<file path="src/rtl/mitll_jtl_pkg.sv">
// Shared constants and helpers for the clocked MITLL JTL chain model.
// Latency, counter saturation and parameter legality live here so lane and top agree.
package mitll_jtl_pkg;

    // Total cycles from acceptance edge to the edge that raises out.
    function automatic int jtl_latency(input int stages, input int stage_delay);
        return stages * stage_delay;
    endfunction

    function automatic logic [63:0] cnt_sat(input int width);
        if (width >= 64) begin
            return '1;
        end
        return (64'd1 << width) - 64'd1;
    endfunction

    // A disabled holdoff (0) still gets a 1-bit counter that simply never loads nonzero.
    function automatic int holdoff_width(input int holdoff);
        if (holdoff < 1) begin
            return 1;
        end
        return $clog2(holdoff + 1);
    endfunction

    function automatic bit params_legal(input int channels, input int stages, input int stage_delay);
        return (channels > 0) && (stages > 0) && (stage_delay > 0);
    endfunction

endpackage

</file>
<file path="src/rtl/mitll_jtl_lane.sv">
// One pulse lane: holdoff gate, L-cycle delay line, sticky error and saturating counter.
module mitll_jtl_lane
    import mitll_jtl_pkg::*;
#(
    parameter int STAGES      = 3,
    parameter int STAGE_DELAY = 2,
    parameter int HOLDOFF     = 1,
    parameter int CNT_W       = 8
) (
    input  logic             clk,
    input  logic             rst_n,
    input  logic             i_en,
    input  logic             i_pulse,
    input  logic             i_err_clr,
    output logic             o_out,
    output logic             o_err,
    output logic [CNT_W-1:0] o_cnt,
    output logic             o_busy
);

    localparam int L  = jtl_latency(STAGES, STAGE_DELAY);
    localparam int HW = holdoff_width(HOLDOFF);
    localparam logic [CNT_W-1:0] CNT_MAX  = CNT_W'(cnt_sat(CNT_W));
    localparam logic [HW-1:0]    HOLD_LD  = HW'(HOLDOFF);

    logic [HW-1:0]    r_hold;
    logic [L-1:0]     r_dly;
    logic             r_out;
    logic             r_err;
    logic [CNT_W-1:0] r_cnt;

    logic             w_pulse;
    logic             w_accept;
    logic             w_viol;
    logic [L-1:0]     w_dly_next;

    assign w_pulse  = i_en & i_pulse;
    assign w_accept = w_pulse & (r_hold == '0);
    assign w_viol   = w_pulse & (r_hold != '0);

    // r_dly[0] captures the acceptance edge; the out register adds the final cycle.
    if (L == 1) begin : g_dly_one
        assign w_dly_next = w_accept;
    end else begin : g_dly_many
        assign w_dly_next = {r_dly[L-2:0], w_accept};
    end

    always_ff @(posedge clk or negedge rst_n) begin
        if (!rst_n) begin
            r_hold <= '0;
        end else if (w_accept) begin
            r_hold <= HOLD_LD;
        end else if (r_hold != '0) begin
            r_hold <= r_hold - HW'(1);
        end
    end

    always_ff @(posedge clk or negedge rst_n) begin
        if (!rst_n) begin
            r_dly <= '0;
            r_out <= 1'b0;
        end else begin
            r_dly <= w_dly_next;
            r_out <= r_dly[L-1];
        end
    end

    // A violation on the same edge as a clear leaves the flag set.
    always_ff @(posedge clk or negedge rst_n) begin
        if (!rst_n) begin
            r_err <= 1'b0;
        end else if (w_viol) begin
            r_err <= 1'b1;
        end else if (i_err_clr) begin
            r_err <= 1'b0;
        end
    end

    always_ff @(posedge clk or negedge rst_n) begin
        if (!rst_n) begin
            r_cnt <= '0;
        end else if (r_dly[L-1] && (r_cnt != CNT_MAX)) begin
            r_cnt <= r_cnt + CNT_W'(1);
        end
    end

    assign o_out  = r_out;
    assign o_err  = r_err;
    assign o_cnt  = r_cnt;
    assign o_busy = (|r_dly) | r_out;

endmodule

</file>
<file path="src/rtl/mitll_jtl_pipe.sv">
// Multi-channel clocked JTL chain: CHANNELS independent lanes sharing enable and error clear.
// busy is the OR of every lane's in-flight state.
module mitll_jtl_pipe
    import mitll_jtl_pkg::*;
#(
    parameter int CHANNELS    = 4,
    parameter int STAGES      = 3,
    parameter int STAGE_DELAY = 2,
    parameter int HOLDOFF     = 1,
    parameter int CNT_W       = 8
) (
    input  logic                      clk,
    input  logic                      rst_n,
    input  logic                      en,
    input  logic [CHANNELS-1:0]       in,
    input  logic                      err_clr,
    output logic [CHANNELS-1:0]       out,
    output logic [CHANNELS-1:0]       err,
    output logic [CHANNELS*CNT_W-1:0] pulse_cnt,
    output logic                      busy
);

    if (!params_legal(CHANNELS, STAGES, STAGE_DELAY)) begin : g_param_err
        $error("mitll_jtl_pipe: CHANNELS, STAGES and STAGE_DELAY must all be >= 1");
    end

    logic [CHANNELS-1:0] w_lane_busy;

    for (genvar gi = 0; gi < CHANNELS; gi++) begin : g_lane
        mitll_jtl_lane #(
            .STAGES      (STAGES),
            .STAGE_DELAY (STAGE_DELAY),
            .HOLDOFF     (HOLDOFF),
            .CNT_W       (CNT_W)
        ) u_lane (
            .clk       (clk),
            .rst_n     (rst_n),
            .i_en      (en),
            .i_pulse   (in[gi]),
            .i_err_clr (err_clr),
            .o_out     (out[gi]),
            .o_err     (err[gi]),
            .o_cnt     (pulse_cnt[gi*CNT_W +: CNT_W]),
            .o_busy    (w_lane_busy[gi])
        );
    end

    assign busy = |w_lane_busy;

endmodule

</file>
<file path="config.mk">
export PLATFORM = sky130hd
export DESIGN_NAME = mitll_jtl_pipe
export DESIGN_NICKNAME = d
export VERILOG_FILES = /design/src/rtl/mitll_jtl_pkg.sv /design/src/rtl/mitll_jtl_lane.sv /design/src/rtl/mitll_jtl_pipe.sv
export SDC_FILE = /design/constraint.sdc
export NUM_CORES = 1
export LEC_CHECK = 0
export BUFFER_PORTS_ARGS = -buffer_cell sky130_fd_sc_hd__buf_2
export CAP_MARGIN = 20
export CORE_MARGIN = 1.5
export CORE_UTILIZATION = 55
export DETAILED_ROUTE_END_ITERATION = 6
export PLACE_DENSITY_LB_ADDON = 0.25
export SYNTH_ARGS = -nofsm -noshare
export SYNTH_HDL_FRONTEND = slang
export SYNTH_SLANG_ARGS = --single-unit
export TNS_END_PERCENT = 10
</file>
<file path="constraint.sdc">
create_clock -name clk -period 3.5 [get_ports clk]
set_input_delay 0 -clock clk [delete_from_list [all_inputs] [get_ports clk]]
set_output_delay 0 -clock clk [all_outputs]
set_load 0.02 [all_outputs]
</file>
Yosys cells after proc, flatten, opt, wreduce, memory -nomap -nowiden
Index checks and enable logic that the tools add are counted.
- register bits: 68
- bits of input ports: 8
- logic and storage cells: 78
- muxes and demuxes: 13
- bitwise operators: 20
- $add $sub $neg: 8
- equal/unequal tests: 4
- reductions and logical operators: 13
- operators by type and width (kind ; count):
    $add A8 B1 Y8 const B ; 4
    $ne A8 B8 Y1 const B ; 4
    $reduce_or A6 Y1 ; 4
    $mux W1 ; 13
    $and A1 B1 Y1 ; 12
    $reduce_bool A2 Y1 ; 4
    $logic_and A1 B1 Y1 ; 4
    $not A1 Y1 ; 4
    $or A1 B1 Y1 ; 4
    $reduce_or A4 Y1 ; 1
    $sub A1 B1 Y1 const B ; 4

Depth between registers and ports, before layout
- word-level depth: 3
- depth in mapped cells: 6
- gate-level depth less buffers: 5

Hierarchy
From an unflattened synthesis, not the netlist that was laid out.
- cells, all modules: 201
- area, all modules: 2549.9 um^2
- modules (own cells, without submodules) (module ; area each (um^2) ; sequential area each (um^2) ; times used ; cells each):
    mitll_jtl_lane ; 635.6 ; 400.4 ; 4 ; 50
    mitll_jtl_pipe ; 7.5 ; 0.0 ; 1 ; 1

Worst setup path before layout
No wires, ideal clock.
- kind: reg-to-reg
- start: register g_lane[2].u_lane.r_cnt[0]
- end: register g_lane[2].u_lane.r_cnt[1]
- path buffers: 1
- setup slack: 1.853 ns
- data required time: 3.375 ns
- setup time: 0.125 ns
- arrival time: 1.523 ns
- cell stages (with the launch flop): 7
- cell sequence: dfrtp_1 ha_1 and3_1 buf_2 nand3_1 nand2_1 mux2_2
- word-level cells in the longest chain between the ends: 2
- elaborated cells between the ends (all ways): 3
- those cells by class: add/sub (1); eq/ne (1); reduce/logical (1)
- RTL lines (what ; line ; source):
    from (decl) ; mitll_jtl_lane.sv:30 ; logic [CNT_W-1:0] r_cnt;
    from (signal assigned) ; mitll_jtl_lane.sv:83 ; r_cnt <= r_cnt + CNT_W'(1);
    branches (longest 2 deep; another with $add A8 B1 Y8) ; - ;
Parallel ways; which one is timed is not known.
A chain may end at the register's enable or synchronous reset.

Final worst setup path
Same ends and word-level chain as after synthesis.

==> flow_summary.yaml <==
synthesis:
  synth_cell_types: 36
  synthMuxAreaShare: 0.04269
  synth_top_family_by_area: "simple AND/OR/NAND/NOR gates"
  syn_area_um2: 2550
  syn_inst: 217
  synth_compound_area_frac: 0.08145
  synth-simple-area-share: 0.1585
  synth_seq_cells: 64
  yosys_warnings: 0
  synth_fa_ha_area_frac: 0.01963
  synth_area_per_cell_um2: 11.75
  synth_nets: 229
  synth_xor_area_frac: 0.02748
  ys_seq_area_frac: 0.6281
floorplanning:
  num_io_pins: 49
  fp-row-count: 24
  die_h_um: 71.09
  core-area_um2: 4414
  initial_utilization: 0.5777
  die_w_um: 71.09
  die_area_um2: 5054
clock_tree:
  htree_num_levels: 3
  clk_latency_ns: 0.33
  cts_setup_buffers: 0
  cts.sinks: 64
  clk_pin_slew_ns: 0.06
  cts_tree: "yes"
  cts_buffer_depth: 2
  cts_made_buffers: 9
  clockRootBuffer: "clkbuf_8"
critical_path:
  cp_slowest_stage_delay_ns: 0.41
  arrival_ns: 1.81
  cp_top_family: "simple AND/OR/NAND/NOR gates"
  crit_required_ns: 3.71
  cp-end-kind: "register"
  cp_slowest_cell: "dfrtp_1"
  crit_buf_inv: 0
  crit_type: "register to register"
  crit_fanout: 6
  critPathLaunchType: "register"
  crit_chain: "ha_1 > and3_1 > nand3_1 > nand2_1 > mux2_2"
power:
  p_sw_uw: 762.0
  internal-power_mw: 1.461
  comb_power_share: 0.247
  p_seq_frac: 0.473
  peakVddDrop_uv: 479.7
  power_leakage_nw: 1.504
  p_sw_frac: 0.3428
  powerDensity_nw_per_um2: 716.1
  clockPowerShare: 0.280
cells_and_area:
  syn_to_final_growth_pct: 21.74
  diodes: 0
  layout.nets: 289
  final_cell_area_um2: 3104
  drive_gt1_frac: 0.2730
  final_cell_mix: "dfrtp_1 (64), buf_2 (48), nor2_1 (17), nand2_1 (16), a21oi_1 (14)"
  stdcell_count: 334
  final_common_cell: "dfrtp_1"
timing:
  slew_violations: 0
  min_period_ns: 1.593
  setup_violations: 0
  maxSlewHeadroom: 0.5747
  fmax_mhz: 627.6
  finalSetupTns_ns: 0
  fin_crit_sh: 0.4552
  rsz0062_at_grt: "false"
  finalClockSkew_ns: 0.005821
  worstMarginPinSlew_ns: 0.6379
  finalHoldViolCount: 0
global_routing:
  antenna_found_initial: 0
  grt_pass1_wl_mm: 8.286
  grt_start_max_net_pins: 37
  overflow: 0
  track_usage: 0.2134
  grt_pass1_vias: 1805
placement:
  dpl.hpwl_mm: 3.035
  dp_cells: 306
  dpl_cell_area_um2: 2785
  portBuffers: 48
  place.gp.congestion: 0.7655
routing:
  postRouteAntennaNets: 0
  post_drt_wl_per_cell_um: 13.91
  drtIter0Drc: 108
  drtPass1Iterations: 4
  routed_wl_mm: 4.646
  drc: 0
  via_per_inst: 5.368
  dr_total_vias: 1793
worst_hold_path:
  hold_class: "input port to asynchronous set/reset pin"
run_status:
  status: "finished clean"
flow_run:
  cap_violations: 0
power groups by stage:
stage / Combinational, mW / Sequential (mW) / Clock (mW)
after global routing: 0.616 / 1.08 / 0.667
after CTS: 0.557 / 1.05 / 0.637
after floorplan: 0.229 / 1.17 / 0
after detailed placement: 0.545 / 1.06 / 0
after global placement: 0.535 / 1.05 / 0
final: 0.550 / 1.05 / 0.622
synth_stat cells:
cell / instances / area share
or2_2: 2 / 0.0049
buf_2: 1 / 0.0020
mux2_2: 6 / 0.026
a311oi_2: 1 / 0.0059
and3_1: 7 / 0.017
mux2_1: 1 / 0.0044
a41oi_1: 3 / 0.010
a21oi_1: 14 / 0.027
inv_1: 8 / 0.012
nor2b_1: 2 / 0.0049
clkbuf_1: 2 / 0.0029
and4_1: 1 / 0.0034
o21a_1: 1 / 0.0029
xnor2_1: 7 / 0.024
clkbuf_2: 1 / 0.0020
o21ai_2: 1 / 0.0034
mux2i_1: 3 / 0.012
or2_4: 1 / 0.0034
dfrtp_1: 64 / 0.63
o21ai_0: 8 / 0.016
and3_2: 1 / 0.0029
or3_1: 1 / 0.0025
o21ai_1: 1 / 0.0020
a31oi_1: 3 / 0.0074
nor2_1: 17 / 0.025
nor3_1: 3 / 0.0059
buf_4: 8 / 0.024
nand3_1: 9 / 0.018
nand2_1: 16 / 0.024
nand3b_1: 1 / 0.0029
nand4_2: 1 / 0.0049
ha_1: 4 / 0.020
nand4_1: 9 / 0.022
nor4_1: 7 / 0.017
o21ai_4: 1 / 0.0064
xor2_1: 1 / 0.0034
metrics by stage:
stage	hold slack (ns)	util	power [mW]	setup slack (ns)
after floorplan	-0.2956	-	1.403	1.853
after global placement	0.05953	0.6310	1.589	1.971
after detailed placement	0.06402	0.6310	1.609	1.907
after CTS	0.2374	0.7032	2.245	1.884
after global routing	0.2775	0.7032	2.364	1.766
final	0.2258	0.7032	2.223	1.907
logic make-up after synthesis:
kind of cell,count (synthesis)
xor+xnor,8
flops,64
mux,10
simple gates,78
fa+ha+maj,4
buf+inv,20
compound gates,33
final timing paths:
path | from | to | slack, ns | cells past startpoint
max | g_lane[2].u_lane.o_cnt[0] | g_lane[2].u_lane.o_cnt[1] | 1.91 | 5
min | rst_n | g_lane[3].u_lane.o_cnt[5] | 0.23 | 2
max reg2reg | g_lane[2].u_lane.o_cnt[0] | g_lane[2].u_lane.o_cnt[1] | 1.91 | 5
min reg2reg | g_lane[3].u_lane.r_dly[3] | g_lane[3].u_lane.r_dly[4] | 0.38 | 0
max in group asynchronous | rst_n | g_lane[1].u_lane.o_cnt[2] | 2.40 | 3
min in group clk | g_lane[3].u_lane.r_dly[3] | g_lane[3].u_lane.r_dly[4] | 0.38 | 0
flip-flops by register name, indices dropped and copies added (netlist names):
signal and flops:
g_lane.u_lane.o_cnt 32, g_lane.u_lane.o_err 4, g_lane.u_lane.o_out 4, g_lane.u_lane.r_dly 24
timing repair:
item,4_1_cts,5_1_grt
hold buffers,12,0
gates resized for setup,0,0
endpoints found under the hold margin,36,0
layout make-up:
class                           instances  area, um2
Multi-Input combinational cell        133      840.8
Clock buffer                           13      158.9
Clock inverter                          3      40.04
Fill cell                             324       1310
Timing Repair Buffer                   61      367.9
Inverter                                8      30.03
Tap cell                               52      65.06
Sequential cell                        64       1602
routing by layer:
metal  GRT usage  up-vias  part of all wire  wire, um
met5           0        -                 0         0
met4      0.1153        0             0.023       107
met3     0.06125       10             0.048       223
met2      0.3157       46              0.46      2151
met1      0.2870      853              0.47      2164
li1            -      884                 -         -
Note: power is estimated with default switching activity, not from simulation.
